`config.mk`:
```
export PLATFORM = sky130hd
export DESIGN_NAME = delta_accumulator_flat
export DESIGN_NICKNAME = d
export VERILOG_FILES = /design/src/rtl/delta_accumulator_if.sv /design/src/rtl/delta_accumulator.sv /design/src/flat_wrapper.sv
export SDC_FILE = /design/constraint.sdc
export NUM_CORES = 1
export LEC_CHECK = 0
export ABC_AREA = 1
export BUFFER_PORTS_ARGS = -buffer_cell sky130_fd_sc_hd__clkbuf_2
export CORE_MARGIN = 2
export CORE_UTILIZATION = 34
export DETAILED_ROUTE_END_ITERATION = 16
export PLACE_DENSITY = 0.66
export SLEW_MARGIN = 20
export SYNTH_ARGS = -nofsm -noshare
export SYNTH_HDL_FRONTEND = slang
export SYNTH_SLANG_ARGS = --single-unit
```
`constraint.sdc`:
```
create_clock -name clk -period 1.9 [get_ports clk]
set_input_delay 0.19 -clock clk [delete_from_list [all_inputs] [get_ports clk]]
set_output_delay 0.19 -clock clk [all_outputs]
set_load 0.01 [all_outputs]
```
`src/rtl/delta_accumulator_if.sv`:
```
// Handshake bundle for the delta accumulator: frame start, delta stream and result.
interface delta_accumulator_if #(
    parameter int unsigned WIDTH     = 32,
    parameter int unsigned CNT_WIDTH = 8
);
    logic                 start;
    logic [CNT_WIDTH-1:0] len;
    logic [WIDTH-1:0]     init;
    logic                 in_valid;
    logic                 in_ready;
    logic [WIDTH-1:0]     in_data;
    logic                 out_valid;
    logic                 out_ready;
    logic [WIDTH-1:0]     out_data;
    logic                 out_ovf;
    logic                 busy;

    // Producer/consumer side that drives frames and deltas and takes the result
    modport master (
        output start, len, init, in_valid, in_data, out_ready,
        input  in_ready, out_valid, out_data, out_ovf, busy
    );

    // Accumulator side
    modport slave (
        input  start, len, init, in_valid, in_data, out_ready,
        output in_ready, out_valid, out_data, out_ovf, busy
    );
endinterface

```
`src/rtl/delta_accumulator.sv`:
```
// Folds a stream of signed deltas onto a base value and reports the wrapped
// sum together with a sticky signed-overflow flag for the frame.
module delta_accumulator #(
    parameter int unsigned WIDTH     = 32,
    parameter int unsigned CNT_WIDTH = 8
) (
    input logic               clk,
    input logic               rst,
    delta_accumulator_if.slave bus
);

    localparam logic [1:0] IDLE = 2'd0;
    localparam logic [1:0] ACC  = 2'd1;
    localparam logic [1:0] OUT  = 2'd2;

    logic [1:0]           state;
    logic [1:0]           state_nxt;
    logic [WIDTH-1:0]     acc;
    logic [WIDTH-1:0]     acc_nxt;
    logic [CNT_WIDTH-1:0] cnt;
    logic [CNT_WIDTH-1:0] cnt_nxt;
    logic                 ovf;
    logic                 ovf_nxt;
    logic [WIDTH-1:0]     sum;
    logic                 add_ovf;

    // Core adder: wraps modulo 2^WIDTH, overflow when like-signed operands flip sign
    assign sum     = acc + bus.in_data;
    assign add_ovf = (acc[WIDTH-1] == bus.in_data[WIDTH-1]) &&
                     (sum[WIDTH-1] != acc[WIDTH-1]);

    // Next-state and datapath update
    always_comb begin
        state_nxt = state;
        acc_nxt   = acc;
        cnt_nxt   = cnt;
        ovf_nxt   = ovf;
        case (state)
            IDLE: begin
                if (bus.start) begin
                    acc_nxt = bus.init;
                    ovf_nxt = 1'b0;
                    if (bus.len != '0) begin
                        cnt_nxt   = bus.len;
                        state_nxt = ACC;
                    end else begin
                        state_nxt = OUT;
                    end
                end
            end
            ACC: begin
                if (bus.in_valid) begin
                    acc_nxt = sum;
                    cnt_nxt = cnt - CNT_WIDTH'(1);
                    ovf_nxt = ovf | add_ovf;
                    if (cnt == CNT_WIDTH'(1)) begin
                        state_nxt = OUT;
                    end
                end
            end
            OUT: begin
                if (bus.out_ready) begin
                    state_nxt = IDLE;
                end
            end
            default: begin
                state_nxt = IDLE;
            end
        endcase
    end

    // State and datapath registers
    always_ff @(posedge clk) begin
        if (rst) begin
            state <= IDLE;
            acc   <= '0;
            cnt   <= '0;
            ovf   <= 1'b0;
        end else begin
            state <= state_nxt;
            acc   <= acc_nxt;
            cnt   <= cnt_nxt;
            ovf   <= ovf_nxt;
        end
    end

    assign bus.in_ready  = (state == ACC);
    assign bus.out_valid = (state == OUT);
    assign bus.out_data  = acc;
    assign bus.out_ovf   = ovf;
    assign bus.busy      = (state != IDLE);

endmodule

```
`src/flat_wrapper.sv`:
```
// flat-port wrapper written by rule: the top's interface ports become plain ports
module delta_accumulator_flat 
#(
    parameter int unsigned WIDTH     = 32,
    parameter int unsigned CNT_WIDTH = 8
)
  (clk, rst, bus_start, bus_len, bus_init, bus_in_valid, bus_in_data, bus_out_ready, bus_in_ready, bus_out_valid, bus_out_data, bus_out_ovf, bus_busy);
  delta_accumulator_if #(.WIDTH(WIDTH), .CNT_WIDTH(CNT_WIDTH)) bus_i ();
  input logic clk;
  input logic rst;
  input wire logic [$bits(bus_i.start)-1:0] bus_start;
  input wire logic [$bits(bus_i.len)-1:0] bus_len;
  input wire logic [$bits(bus_i.init)-1:0] bus_init;
  input wire logic [$bits(bus_i.in_valid)-1:0] bus_in_valid;
  input wire logic [$bits(bus_i.in_data)-1:0] bus_in_data;
  input wire logic [$bits(bus_i.out_ready)-1:0] bus_out_ready;
  output wire logic [$bits(bus_i.in_ready)-1:0] bus_in_ready;
  output wire logic [$bits(bus_i.out_valid)-1:0] bus_out_valid;
  output wire logic [$bits(bus_i.out_data)-1:0] bus_out_data;
  output wire logic [$bits(bus_i.out_ovf)-1:0] bus_out_ovf;
  output wire logic [$bits(bus_i.busy)-1:0] bus_busy;
  assign bus_i.start = bus_start;
  assign bus_i.len = bus_len;
  assign bus_i.init = bus_init;
  assign bus_i.in_valid = bus_in_valid;
  assign bus_i.in_data = bus_in_data;
  assign bus_i.out_ready = bus_out_ready;
  assign bus_in_ready = bus_i.in_ready;
  assign bus_out_valid = bus_i.out_valid;
  assign bus_out_data = bus_i.out_data;
  assign bus_out_ovf = bus_i.out_ovf;
  assign bus_busy = bus_i.busy;
  delta_accumulator #(.WIDTH(WIDTH), .CNT_WIDTH(CNT_WIDTH)) u_core (.clk(clk), .rst(rst), .bus(bus_i));
endmodule
```
==> results of run 1 <==
## how the worst max path moves through the flow
stage	start	endpoint	slack, ns	cells past startpoint
detailed placement	u_core.bus.out_data[0]$_SDFFE_PP0P_	u_core.bus.out_data[28]$_SDFFE_PP0P_	-0.11	14
floorplan	u_core.bus.out_data[0]$_SDFFE_PP0P_	u_core.bus.out_data[16]$_SDFFE_PP0P_	0.005	13
finish	u_core.bus.out_data[0]$_SDFFE_PP0P_	u_core.bus.out_data[8]$_SDFFE_PP0P_	0.007	12
CTS	u_core.bus.out_data[0]$_SDFFE_PP0P_	u_core.bus.out_data[16]$_SDFFE_PP0P_	0.002	13
global route	u_core.bus.out_data[0]$_SDFFE_PP0P_	u_core.bus.out_data[16]$_SDFFE_PP0P_	-0.04	13
global placement	u_core.bus.out_data[0]$_SDFFE_PP0P_	u_core.bus.out_data[28]$_SDFFE_PP0P_	-0.07	13
## per-layer routing
layer / vias up / wire (um) / GRT usage, %
met1: 2340 / 6460 / 25.2
met5: - / 0 / 0
met3: 14 / 746 / 4.01
li1: 2801 / - / -
met2: 117 / 6590 / 32.8
met4: 0 / 208 / 6.85
## kinds of logic after synthesis
| family | Yosys count | share of synthesized area, % |
|---|---|---|
| simple gates | 446 | 39.7 |
| buf+inv | 165 | 14.1 |
| fa+ha+maj | 34 | 9.75 |
| flops | 43 | 19.4 |
| xor+xnor | 17 | 3.35 |
| compound gates | 109 | 13.7 |
## critical path, stage by stage (launching register included)
cell                      delay (ns)
sky130_fd_sc_hd__dfxtp_2        0.35
sky130_fd_sc_hd__ha_4           0.13
sky130_fd_sc_hd__inv_2          0.04
sky130_fd_sc_hd__fa_2           0.34
sky130_fd_sc_hd__inv_2          0.09
sky130_fd_sc_hd__nand3_2        0.08
sky130_fd_sc_hd__nand3_4        0.09
sky130_fd_sc_hd__nand2_2        0.05
sky130_fd_sc_hd__nand2_2        0.12
sky130_fd_sc_hd__buf_6          0.11
sky130_fd_sc_hd__xor2_1         0.17
sky130_fd_sc_hd__o22ai_1        0.09
sky130_fd_sc_hd__a21oi_1        0.17
## power by group
part | switching (mW) | leakage [nW] | internal [mW] | total, mW
Combinational | 1.71 | 2.91 | 1.22 | 2.93
Sequential | 0.159 | 0.359 | 1.07 | 1.23
Clock | 0.422 | 0.0838 | 0.622 | 1.04
## stage by stage
| stage | hold WS [ns] | utilization [%] |
|---|---|---|
| 2_1_floorplan | 0.347 | - |
| 3_3_place_gp | 0.452 | 42.8 |
| 3_5_place_dp | 0.450 | 42.8 |
| 4_1_cts | 0.136 | 44.3 |
| 5_1_grt | 0.139 | 48.4 |
| 6_report | 0.139 | 48.4 |
## repair_timing
| action | 4_1_cts | 5_1_grt |
|---|---|---|
| buffers inserted | 0 | 2 |
| gates resized for setup | 6 | 114 |
| pin swaps | 0 | 14 |
| setup endpoints to repair | 10 | 26 |
| cloned | 0 | 0 |
## cell usage after synthesis
master                     number
sky130_fd_sc_hd__xnor2_1        2
sky130_fd_sc_hd__clkbuf_1      12
sky130_fd_sc_hd__nor3_1         4
sky130_fd_sc_hd__o211ai_1       3
sky130_fd_sc_hd__o221ai_1       1
sky130_fd_sc_hd__inv_2          4
sky130_fd_sc_hd__nor2_1        98
sky130_fd_sc_hd__o21bai_1       4
sky130_fd_sc_hd__and2_1         2
sky130_fd_sc_hd__nand4_1        2
sky130_fd_sc_hd__a31oi_1        5
sky130_fd_sc_hd__o22ai_2        1
sky130_fd_sc_hd__nor2_4         1
sky130_fd_sc_hd__xor2_1        15
sky130_fd_sc_hd__o22ai_1       10
sky130_fd_sc_hd__a21oi_1       53
sky130_fd_sc_hd__ha_1          33
sky130_fd_sc_hd__buf_2          6
sky130_fd_sc_hd__o21ai_1        2
sky130_fd_sc_hd__nand2_2        2
sky130_fd_sc_hd__a211oi_1       4
sky130_fd_sc_hd__fa_1           1
sky130_fd_sc_hd__inv_1        143
sky130_fd_sc_hd__dfxtp_1       43
sky130_fd_sc_hd__nand3_1       50
sky130_fd_sc_hd__o21ai_0       24
sky130_fd_sc_hd__a21o_1         2
sky130_fd_sc_hd__nand2_1      287
## sequential cells by signal, summed over array words and instances (netlist names)
signal	flops
u_core.bus.out_data	32
u_core.bus.out_ovf	1
u_core.cnt	8
u_core.state	2
## cell type report
type	count	share of cell area, %
clock buffer	5	2.04
clock inverter	3	0.714
inverter	147	9.00
multi-input combinational	606	56.4
sequential	43	14.2
tap	172	3.51
timing repair buffer	150	14.1
==> impl_metrics.prom, run 1 <==
# TYPE chip_impl_metric gauge
chip_impl_metric{name="std_cell_rows",unit=""} 41
chip_impl_metric{name="netlist_area",unit="sq um"} 4440
chip_impl_metric{name="chipHeight",unit="um"} 118
chip_impl_metric{name="yosysSeqAreaShare",unit="%"} 19.4
chip_impl_metric{name="initial_utilization",unit="%"} 35.1
chip_impl_metric{name="routedWlPerCell",unit="um"} 12.4
chip_impl_metric{name="synth.avg_cell_area",unit="sq um"} 5.46
chip_impl_metric{name="clk_transition_reported_paths",unit="ns"} 0.07
chip_impl_info{name="grt_setup_unrepaired",value="yes"} 1
chip_impl_info{name="setup.worst_path.start_class",value="flop"} 1
chip_impl_metric{name="max_freq",unit="MHz"} 528
chip_impl_metric{name="cts.hold.buffers_added",unit=""} 0
chip_impl_metric{name="rr_worst_depth",unit=""} 12
chip_impl_metric{name="stdcell_area",unit="sq um"} 6130
chip_impl_metric{name="overflow",unit=""} 0
chip_impl_metric{name="boundaryPins",unit=""} 113
chip_impl_metric{name="drive_above_1_share",unit="%"} 29.0
chip_impl_info{name="min_to",value="u_core.state[1]$_SDFFE_PP0P_"} 1
chip_impl_info{name="synth_area_leaders",value="sky130_fd_sc_hd__nand2_1 24%, sky130_fd_sc_hd__dfxtp_1 19%, sky130_fd_sc_hd__inv_1 12%"} 1
chip_impl_metric{name="drcViolationCount",unit=""} 0
chip_impl_info{name="layout.cells.most_common",value="sky130_fd_sc_hd__nand2_1"} 1
chip_impl_metric{name="clock_tree.buffer_depth",unit=""} 2
chip_impl_info{name="critical_path.reg2reg.endpoint",value="u_core.bus.out_data[8]$_SDFFE_PP0P_"} 1
chip_impl_metric{name="ctsHtreeMaxLevel",unit=""} 2
chip_impl_metric{name="core_area",unit="sq um"} 12700
chip_impl_metric{name="power",unit="mW"} 5.20
chip_impl_info{name="post-synth-top-area-cell",value="sky130_fd_sc_hd__nand2_1"} 1
chip_impl_info{name="worst_r2r_startpoint",value="u_core.bus.out_data[0]$_SDFFE_PP0P_"} 1
chip_impl_metric{name="post-route-min-period",unit="ns"} 1.89
chip_impl_metric{name="synth.ff_latch_count",unit=""} 43
chip_impl_metric{name="synth.distinct_cells",unit=""} 28
chip_impl_metric{name="worst-path-max-fanout",unit=""} 4
chip_impl_metric{name="area.sequential",unit="sq um"} 872
chip_impl_metric{name="max_cap_viol_count",unit=""} 0
chip_impl_metric{name="setup_total_negative_slack",unit="ns"} 0
chip_impl_metric{name="num_antenna_cells",unit=""} 0
chip_impl_metric{name="multi_input_comb_area",unit="sq um"} 3460
chip_impl_metric{name="vias",unit=""} 5272
chip_impl_metric{name="grt_max_degree",unit=""} 27
chip_impl_metric{name="detail_route.iter0.violations",unit=""} 257
chip_impl_metric{name="ir_worst_vdd",unit="mV"} 0.409
chip_impl_metric{name="cts.sinks",unit=""} 43
chip_impl_metric{name="buffer_ports.inserted",unit=""} 112
chip_impl_info{name="final_cell_mix",value="253 x sky130_fd_sc_hd__nand2_1, 141 x sky130_fd_sc_hd__inv_1, 112 x sky130_fd_sc_hd__clkbuf_2"} 1
chip_impl_metric{name="min_period_over_period",unit="%"} 99.6
chip_impl_metric{name="route.detailed.vias_per_inst",unit=""} 4.68
chip_impl_metric{name="final-instance-count-excl-fill",unit=""} 1126
chip_impl_metric{name="dp_slack",unit="ns"} -0.114
chip_impl_info{name="worstSetupEndpointType",value="flop"} 1
chip_impl_info{name="class_of_the_worst_hold_path",value="primary input to flop"} 1
chip_impl_metric{name="placed_area",unit="sq um"} 5430
chip_impl_metric{name="synth_warnings",unit=""} 0
chip_impl_metric{name="count_of_filler_cells_inserted_in_the_layout",unit=""} 1379
chip_impl_metric{name="synth_fp_nets",unit=""} 925
chip_impl_info{name="critPathKind",value="flop to flop"} 1
chip_impl_metric{name="die_width",unit="um"} 118
chip_impl_metric{name="die_area",unit="sq um"} 14000
chip_impl_metric{name="drt-pass1-iter-count",unit=""} 5
chip_impl_metric{name="number_of_nets_in_the_layout",unit=""} 1064
chip_impl_metric{name="groute.usage.overall",unit="%"} 19.7
chip_impl_info{name="status",value="finished clean"} 1
chip_impl_metric{name="finalClockSkew",unit="ns"} 0.00817
chip_impl_metric{name="synthToLayoutAreaGrowth",unit="%"} 38.0
chip_impl_metric{name="worstMarginPinSlew",unit="ns"} 0.343
chip_impl_metric{name="min_path_cells",unit=""} 4
chip_impl_info{name="timing.hold.worst.start",value="bus_out_ready"} 1
chip_impl_metric{name="grt_antenna_before_repair",unit=""} 0
chip_impl_info{name="cts_root_buf",value="sky130_fd_sc_hd__clkbuf_16"} 1
chip_impl_metric{name="worst-endpoint-required",unit="ns"} 2.13
chip_impl_metric{name="syn_inst",unit=""} 814
chip_impl_metric{name="p_per_area",unit="nW/um^2"} 848
chip_impl_metric{name="grt_first_pass_wirelength",unit="um"} 22600
chip_impl_metric{name="grt_pass1_vias",unit=""} 4952
chip_impl_metric{name="cts_inserted_buffers",unit=""} 5
chip_impl_metric{name="worstSkewPairLatency",unit="ns"} 0.31
chip_impl_info{name="cts_tree",value="done"} 1
chip_impl_metric{name="slew-limit-headroom",unit="%"} 77.1
chip_impl_metric{name="timing.final.max_slew_violations",unit=""} 0
chip_impl_metric{name="totalWireLength",unit="um"} 14000
chip_impl_metric{name="leakagePower",unit="nW"} 3.35
chip_impl_metric{name="finalWorstSetupSlack",unit="ns"} 0.00731
chip_impl_metric{name="ant_nets",unit=""} 0
chip_impl_metric{name="setup.reg_to_reg.worst_slack",unit="ns"} 0.007
chip_impl_metric{name="worst-endpoint-arrival",unit="ns"} 2.13
chip_impl_metric{name="dp_hpwl",unit="um"} 10900
chip_impl_metric{name="synth.top_cell.area_share",unit="%"} 24.3
chip_impl_metric{name="place.detailed.instances",unit=""} 1116
chip_impl_metric{name="place_congestion",unit=""} 0.889
chip_impl_metric{name="setup_violations",unit=""} 0
chip_impl_metric{name="report.final.hold_viol_count",unit=""} 0
Power figures use the tool's default switching activity.
==> inputs of run 2 (changes only) <==
- SETUP_SLACK_MARGIN: default -> 0.05
==> run 2 against run 1 <==
Against the previous run: clock skew is 0.0017 ns lower; routed wire length is 0.83% higher; via count is 0.78% higher; first-iteration DRC count is 6.2% lower; sequential share of layout area hardly changed; utilization is 0.19 points higher; critical path depth stayed put; final cell count is 0.44% higher; largest cell class unchanged.
==> impl_metrics.prom, run 2 (synthesized netlist as in run 1, its figures left out) <==
# TYPE chip_impl_metric gauge
chip_impl_info{name="grt_setup_unrepaired",value="yes"} 1
chip_impl_info{name="critPathKind",value="flop to flop"} 1
chip_impl_metric{name="slew-limit-headroom",unit="%"} 78.0
chip_impl_metric{name="initial_utilization",unit="%"} 35.1
chip_impl_info{name="class_of_the_worst_hold_path",value="primary input to flop"} 1
chip_impl_metric{name="finalWorstSetupSlack",unit="ns"} 0.0675
chip_impl_metric{name="groute.usage.overall",unit="%"} 20.0
chip_impl_metric{name="buffer_ports.inserted",unit=""} 112
chip_impl_metric{name="largest_reg_flops",unit=""} 32
chip_impl_metric{name="dp_hpwl",unit="um"} 11000
chip_impl_metric{name="routedWlPerCell",unit="um"} 12.5
chip_impl_info{name="status",value="finished clean"} 1
chip_impl_metric{name="route.detailed.vias_per_inst",unit=""} 4.70
chip_impl_metric{name="boundaryPins",unit=""} 113
chip_impl_metric{name="chipHeight",unit="um"} 118
chip_impl_metric{name="grt_first_pass_wirelength",unit="um"} 23000
chip_impl_metric{name="power.clock.fraction",unit="%"} 20.1
chip_impl_metric{name="ir_worst_vdd",unit="mV"} 0.457
chip_impl_metric{name="totalWireLength",unit="um"} 14100
chip_impl_metric{name="grt_antenna_before_repair",unit=""} 0
chip_impl_metric{name="post-route-min-period",unit="ns"} 1.83
chip_impl_metric{name="grt_max_degree",unit=""} 27
chip_impl_metric{name="placed_area",unit="sq um"} 5450
chip_impl_metric{name="synthToLayoutAreaGrowth",unit="%"} 38.5
chip_impl_metric{name="drcViolationCount",unit=""} 0
chip_impl_metric{name="die_area",unit="sq um"} 14000
chip_impl_metric{name="leakagePower",unit="nW"} 3.37
chip_impl_metric{name="detail_route.iter0.violations",unit=""} 241
chip_impl_metric{name="cts.sinks",unit=""} 43
chip_impl_metric{name="num_antenna_cells",unit=""} 0
chip_impl_info{name="setup.worst_path.start_class",value="flop"} 1
chip_impl_metric{name="cellInternalPower",unit="mW"} 2.92
chip_impl_metric{name="report.final.hold_viol_count",unit=""} 0
chip_impl_info{name="worstSetupEndpointType",value="flop"} 1
chip_impl_info{name="worst_path_most_repeated_cell",value="sky130_fd_sc_hd__inv_2"} 1
chip_impl_metric{name="dp_slack",unit="ns"} -0.106
chip_impl_info{name="layout.cells.most_common",value="sky130_fd_sc_hd__nand2_1"} 1
chip_impl_metric{name="place_congestion",unit=""} 0.897
chip_impl_metric{name="max_cap_viol_count",unit=""} 0
chip_impl_info{name="critical-path-slowest-cell",value="sky130_fd_sc_hd__dfxtp_2"} 1
chip_impl_metric{name="min_period_over_period",unit="%"} 96.4
chip_impl_metric{name="power.share.switching",unit="%"} 44.0
chip_impl_metric{name="finalClockSkew",unit="ns"} 0.00650
chip_impl_info{name="cts_root_buf",value="sky130_fd_sc_hd__clkbuf_16"} 1
chip_impl_metric{name="worstSkewPairLatency",unit="ns"} 0.31
chip_impl_metric{name="worst-path-max-fanout",unit=""} 4
chip_impl_info{name="cts_tree",value="done"} 1
chip_impl_metric{name="power.share.sequential",unit="%"} 23.5
chip_impl_metric{name="combinationalPowerShare",unit="%"} 56.4
chip_impl_metric{name="core_area",unit="sq um"} 12700
chip_impl_metric{name="p_per_area",unit="nW/um^2"} 849
chip_impl_metric{name="setup_violations",unit=""} 0
chip_impl_metric{name="worstMarginPinSlew",unit="ns"} 0.330
chip_impl_metric{name="power_switching",unit="mW"} 2.30
chip_impl_metric{name="die_width",unit="um"} 118
chip_impl_metric{name="stdcell_area",unit="sq um"} 6150
chip_impl_metric{name="cts_inserted_buffers",unit=""} 5
chip_impl_metric{name="number_of_nets_in_the_layout",unit=""} 1069
chip_impl_metric{name="worst-endpoint-required",unit="ns"} 2.14
chip_impl_metric{name="clk_transition_reported_paths",unit="ns"} 0.07
chip_impl_metric{name="vias",unit=""} 5313
chip_impl_metric{name="timing.final.max_slew_violations",unit=""} 0
chip_impl_info{name="final_cell_mix",value="254 x sky130_fd_sc_hd__nand2_1, 141 x sky130_fd_sc_hd__inv_1, 112 x sky130_fd_sc_hd__clkbuf_2"} 1
chip_impl_metric{name="ant_nets",unit=""} 0
chip_impl_metric{name="drive_above_1_share",unit="%"} 29.0
chip_impl_metric{name="slowest_delay",unit="ns"} 0.36
chip_impl_metric{name="drt-pass1-iter-count",unit=""} 4
chip_impl_metric{name="max_freq",unit="MHz"} 546
chip_impl_metric{name="worst-endpoint-arrival",unit="ns"} 2.07
chip_impl_metric{name="count_of_filler_cells_inserted_in_the_layout",unit=""} 1329
chip_impl_metric{name="ctsHtreeMaxLevel",unit=""} 2
chip_impl_metric{name="std_cell_rows",unit=""} 41
chip_impl_metric{name="power",unit="mW"} 5.23
chip_impl_metric{name="clock_tree.buffer_depth",unit=""} 2
chip_impl_metric{name="overflow",unit=""} 0
chip_impl_info{name="worstPathCellList",value="ha_4, inv_2, fa_2, inv_2, nand3_2, nand3_4, nand2_2, nand2_4, buf_4, xor2_1, o22ai_1, a21oi_1"} 1
chip_impl_metric{name="grt_pass1_vias",unit=""} 5104
[run 2: layout make-up]
type | count | area [sq um] | area share (%)
Sequential cell | 43 | 873 | 14.2
Tap cell | 172 | 215 | 3.50
Clock buffer | 5 | 125 | 2.03
Timing Repair Buffer | 155 | 900 | 14.6
Clock inverter | 3 | 43.8 | 0.712
Multi-Input combinational cell | 606 | 3440 | 56.0
Inverter | 147 | 552 | 8.97
[run 2: metrics by stage]
stage,utilization (%),hold slack (ns),cells,TNS (ns)
2_1_floorplan,-,0.343,814,0
3_3_place_gp,43.0,0.451,1119,-0.143
3_5_place_dp,43.0,0.447,1119,-0.346
4_1_cts,45.2,0.131,1127,0
5_1_grt,48.6,0.142,1131,-0.537
6_report,48.6,0.124,1131,0
[run 2: repair_timing]
action | 4_1_cts | 5_1_grt
setup endpoints to repair | 21 | 28
gates resized for setup | 20 | 96
pin swaps | 3 | 16
hold buffers | 0 | 0
buffers inserted | 0 | 4
[run 2: routing by layer]
metal | share of wire, % | vias up | global-route usage [%]
li1 | - | 2815 | -
met2 | 47 | 123 | 34.5
met5 | 0 | - | 0
met4 | 2.1 | 0 | 7.00
met3 | 5.0 | 20 | 3.57
met1 | 46 | 2355 | 25.0
[run 2: worst paths after layout]
path | from | endpoint | slack [ns] | cells past startpoint
worst max-delay path | u_core.bus.out_data[0]$_SDFFE_PP0P_ | u_core.bus.out_data[8]$_SDFFE_PP0P_ | 0.07 | 12
worst min-delay path | bus_init[2] | u_core.bus.out_data[2]$_SDFFE_PP0P_ | 0.12 | 3
worst max register to register | u_core.bus.out_data[0]$_SDFFE_PP0P_ | u_core.bus.out_data[8]$_SDFFE_PP0P_ | 0.07 | 12
worst min register to register | u_core.bus.out_ovf$_SDFFE_PP0P_ | u_core.bus.out_ovf$_SDFFE_PP0P_ | 0.46 | 2
[run 2: critical path, delay by kind of cell (launching register included)]
| family | cells | cell delay (ns) |
|---|---|---|
| xor+xnor | 1 | 0.14 |
| fa+ha+maj | 2 | 0.48 |
| flops | 1 | 0.36 |
| compound gates | 2 | 0.20 |
| simple gates | 4 | 0.35 |
| buf+inv | 3 | 0.23 |
[run 2: power groups by stage]
| stage | Combinational (mW) | Clock (mW) | Sequential, mW |
|---|---|---|---|
| finish | 2.95 | 1.05 | 1.23 |
| global route | 3.31 | 1.09 | 1.25 |
| CTS | 2.65 | 1.07 | 1.19 |
| detailed placement | 2.57 | 0 | 1.20 |
| global placement | 2.55 | 0 | 1.20 |
| floorplan | 1.65 | 0 | 1.25 |
==> inputs of run 3 (changes only) <==
- CORE_UTILIZATION: 34 -> 49
- PLACE_DENSITY: 0.66 -> 0.87
==> run 3 against run 2 <==
Against the previous run: via count grew 8.3%; routed wire length increased by 11%; worst setup slack got worse by 0.036 ns; critical path depth grew 2; fmax decreased by 1.9%; clock skew grew 0.011 ns; largest cell class unchanged; combinational power up 7.8%; sequential share of layout area rose by 0.17 points; critical path type unchanged.
==> impl_metrics.prom, run 3 (synthesized netlist as in run 1, its figures left out) <==
# TYPE chip_impl_metric gauge
chip_impl_info{name="cts_root_buf",value="sky130_fd_sc_hd__clkbuf_8"} 1
chip_impl_metric{name="synthToLayoutAreaGrowth",unit="%"} 39.2
chip_impl_metric{name="min_period_over_period",unit="%"} 98.4
chip_impl_metric{name="die_area",unit="sq um"} 9840
chip_impl_info{name="critPathLaunch",value="u_core.bus.out_data[0]$_SDFFE_PP0P_"} 1
chip_impl_metric{name="min_path_cells",unit=""} 3
chip_impl_metric{name="number_of_nets_in_the_layout",unit=""} 1066
chip_impl_metric{name="grt_antenna_before_repair",unit=""} 0
chip_impl_metric{name="groute.usage.overall",unit="%"} 26.6
chip_impl_info{name="setup.worst_path.start_class",value="flop"} 1
chip_impl_metric{name="worst-path-max-fanout",unit=""} 3
chip_impl_metric{name="chipHeight",unit="um"} 99.2
chip_impl_metric{name="num_antenna_cells",unit=""} 0
chip_impl_metric{name="power",unit="mW"} 5.11
chip_impl_metric{name="worst-endpoint-required",unit="ns"} 2.16
chip_impl_info{name="class_of_the_worst_hold_path",value="primary input to flop"} 1
chip_impl_metric{name="dp_hpwl",unit="um"} 10200
chip_impl_metric{name="p_per_area",unit="nW/um^2"} 827
chip_impl_info{name="critPathKind",value="flop to flop"} 1
chip_impl_metric{name="timing.final.max_slew_violations",unit=""} 0
chip_impl_metric{name="rr_worst_depth",unit=""} 14
chip_impl_info{name="cts_tree",value="done"} 1
chip_impl_metric{name="drcViolationCount",unit=""} 0
chip_impl_metric{name="std_cell_rows",unit=""} 34
chip_impl_metric{name="max_freq",unit="MHz"} 535
chip_impl_metric{name="setup_violations",unit=""} 0
chip_impl_info{name="min_to",value="u_core.bus.out_data[2]$_SDFFE_PP0P_"} 1
chip_impl_metric{name="worstSkewPairLatency",unit="ns"} 0.32
chip_impl_info{name="critical_path.reg2reg.endpoint",value="u_core.bus.out_data[26]$_SDFFE_PP0P_"} 1
chip_impl_metric{name="ant_nets",unit=""} 0
chip_impl_metric{name="ctsHtreeMaxLevel",unit=""} 2
chip_impl_metric{name="report.final.hold_viol_count",unit=""} 0
chip_impl_metric{name="post-route-min-period",unit="ns"} 1.87
chip_impl_metric{name="place_congestion",unit=""} 0.959
chip_impl_metric{name="overflow",unit=""} 0
chip_impl_metric{name="clk_transition_reported_paths",unit="ns"} 0.10
chip_impl_metric{name="clock_tree.buffer_depth",unit=""} 2
chip_impl_metric{name="vias",unit=""} 5753
chip_impl_metric{name="ir_worst_vdd",unit="mV"} 0.418
chip_impl_info{name="status",value="finished clean"} 1
chip_impl_metric{name="detail_route.iter0.violations",unit=""} 526
chip_impl_metric{name="cts_inserted_buffers",unit=""} 5
chip_impl_info{name="layout.cells.most_common",value="sky130_fd_sc_hd__nand2_1"} 1
chip_impl_metric{name="drt-pass1-iter-count",unit=""} 7
chip_impl_info{name="timing.hold.worst.start",value="bus_init[2]"} 1
chip_impl_metric{name="worstMarginPinSlew",unit="ns"} 0.405
chip_impl_metric{name="grt_max_degree",unit=""} 28
chip_impl_metric{name="leakagePower",unit="nW"} 3.36
chip_impl_metric{name="initial_utilization",unit="%"} 50.7
chip_impl_metric{name="buffer_ports.inserted",unit=""} 112
chip_impl_metric{name="max_cap_viol_count",unit=""} 0
chip_impl_metric{name="slew-limit-headroom",unit="%"} 73.0
chip_impl_metric{name="cts.sinks",unit=""} 43
chip_impl_metric{name="route.detailed.vias_per_inst",unit=""} 5.41
chip_impl_metric{name="boundaryPins",unit=""} 113
chip_impl_metric{name="drive_above_1_share",unit="%"} 32.4
chip_impl_info{name="final_cell_mix",value="240 x sky130_fd_sc_hd__nand2_1, 140 x sky130_fd_sc_hd__inv_1, 112 x sky130_fd_sc_hd__clkbuf_2"} 1
chip_impl_metric{name="routedWlPerCell",unit="um"} 14.7
chip_impl_metric{name="largest_reg_flops",unit=""} 32
chip_impl_metric{name="die_width",unit="um"} 99.2
chip_impl_info{name="grt_setup_unrepaired",value="yes"} 1
chip_impl_metric{name="grt_pass1_vias",unit=""} 4925
chip_impl_metric{name="finalClockSkew",unit="ns"} 0.0174
chip_impl_metric{name="core_area",unit="sq um"} 8760
chip_impl_metric{name="worst-endpoint-arrival",unit="ns"} 2.13
chip_impl_metric{name="totalWireLength",unit="um"} 15700
chip_impl_info{name="worstSetupEndpointType",value="flop"} 1
chip_impl_info{name="worst_r2r_startpoint",value="u_core.bus.out_data[0]$_SDFFE_PP0P_"} 1
chip_impl_metric{name="setup.reg_to_reg.worst_slack",unit="ns"} 0.03
chip_impl_metric{name="grt_first_pass_wirelength",unit="um"} 21800
chip_impl_metric{name="hold_slack",unit="ns"} 0.115
## run 3: cell types whose count changed in the layout (fill, tap and decap cells not counted), sizes merged
cell,previous run,this run
buf,43,40
clkinvlp,0,1
clkbuf,117,118
clkinv,2,1
bufinv,1,0
## run 3: through the flow
stage               instance area [sq um]  setup WS (ns)  cells  util (%)  setup TNS (ns)
floorplan                            4450         0.0508    814         -               0
global placement                     5310        -0.0390   1049      60.6         -0.0619
detailed placement                   5310         -0.140   1049      60.6          -0.699
CTS                                  5540         0.0369   1058      63.2               0
global route                         6180        -0.0897   1064      70.6          -0.323
finish                               6180         0.0312   1064      70.6               0
## run 3: cell type report
type,count,area [sq um]
repair buffers,152,876
inverters,147,552
well taps,108,135
fillers,688,2580
clock inverters,2,16.3
clock buffers,6,82.6
flip-flops and latches,43,888
multi-input cells,606,3630
## run 3: report_power, final
group	internal (mW)	switching, mW	total (mW)	leakage [nW]
Sequential	1.08	0.181	1.26	0.363
Clock	0.298	0.377	0.675	0.0474
Combinational	1.30	1.88	3.18	2.95
Total	2.68	2.43	5.11	3.36
## run 3: how the worst max path moves through the flow
| stage | end | slack, ns | cells past startpoint |
|---|---|---|---|
| 3_5_place_dp | u_core.bus.out_data[28]$_SDFFE_PP0P_ | -0.14 | 14 |
| 6_report | u_core.bus.out_data[26]$_SDFFE_PP0P_ | 0.03 | 14 |
| 2_1_floorplan | u_core.bus.out_data[16]$_SDFFE_PP0P_ | 0.05 | 13 |
| 3_3_place_gp | u_core.bus.out_data[28]$_SDFFE_PP0P_ | -0.04 | 13 |
| 5_1_grt | u_core.bus.out_data[26]$_SDFFE_PP0P_ | -0.09 | 13 |
| 4_1_cts | u_core.bus.out_data[16]$_SDFFE_PP0P_ | 0.04 | 13 |
## run 3: metal layers
metal  up-vias  routed length, um  GRT usage [%]
met5         -                  0              0
met4         0                648           8.64
met3        72               1210           2.88
met2       312               7380           45.0
met1      2559               6430           35.6
li1       2810                  -              -
## run 3: worst max-delay path, cell delays in order (launching register included)
cell	delay (ns)
sky130_fd_sc_hd__dfxtp_2	0.36
sky130_fd_sc_hd__ha_4	0.13
sky130_fd_sc_hd__inv_2	0.04
sky130_fd_sc_hd__fa_2	0.35
sky130_fd_sc_hd__inv_2	0.09
sky130_fd_sc_hd__nand2_1	0.09
sky130_fd_sc_hd__nand3_2	0.11
sky130_fd_sc_hd__nand2_1	0.07
sky130_fd_sc_hd__nand2_2	0.14
sky130_fd_sc_hd__nand2_2	0.07
sky130_fd_sc_hd__nand2_1	0.06
sky130_fd_sc_hd__nand2_1	0.04
sky130_fd_sc_hd__nand3_1	0.06
sky130_fd_sc_hd__nand2_1	0.08
sky130_fd_sc_hd__a21oi_2	0.11
## run 3: timing repair
action / in CTS / in global routing
cloned: 0 / 0
pin swaps: 5 / 29
hold buffers: 0 / 0
setup endpoints to repair: 23 / 27
gates resized for setup: 28 / 142
setup buffers: 1 / 8
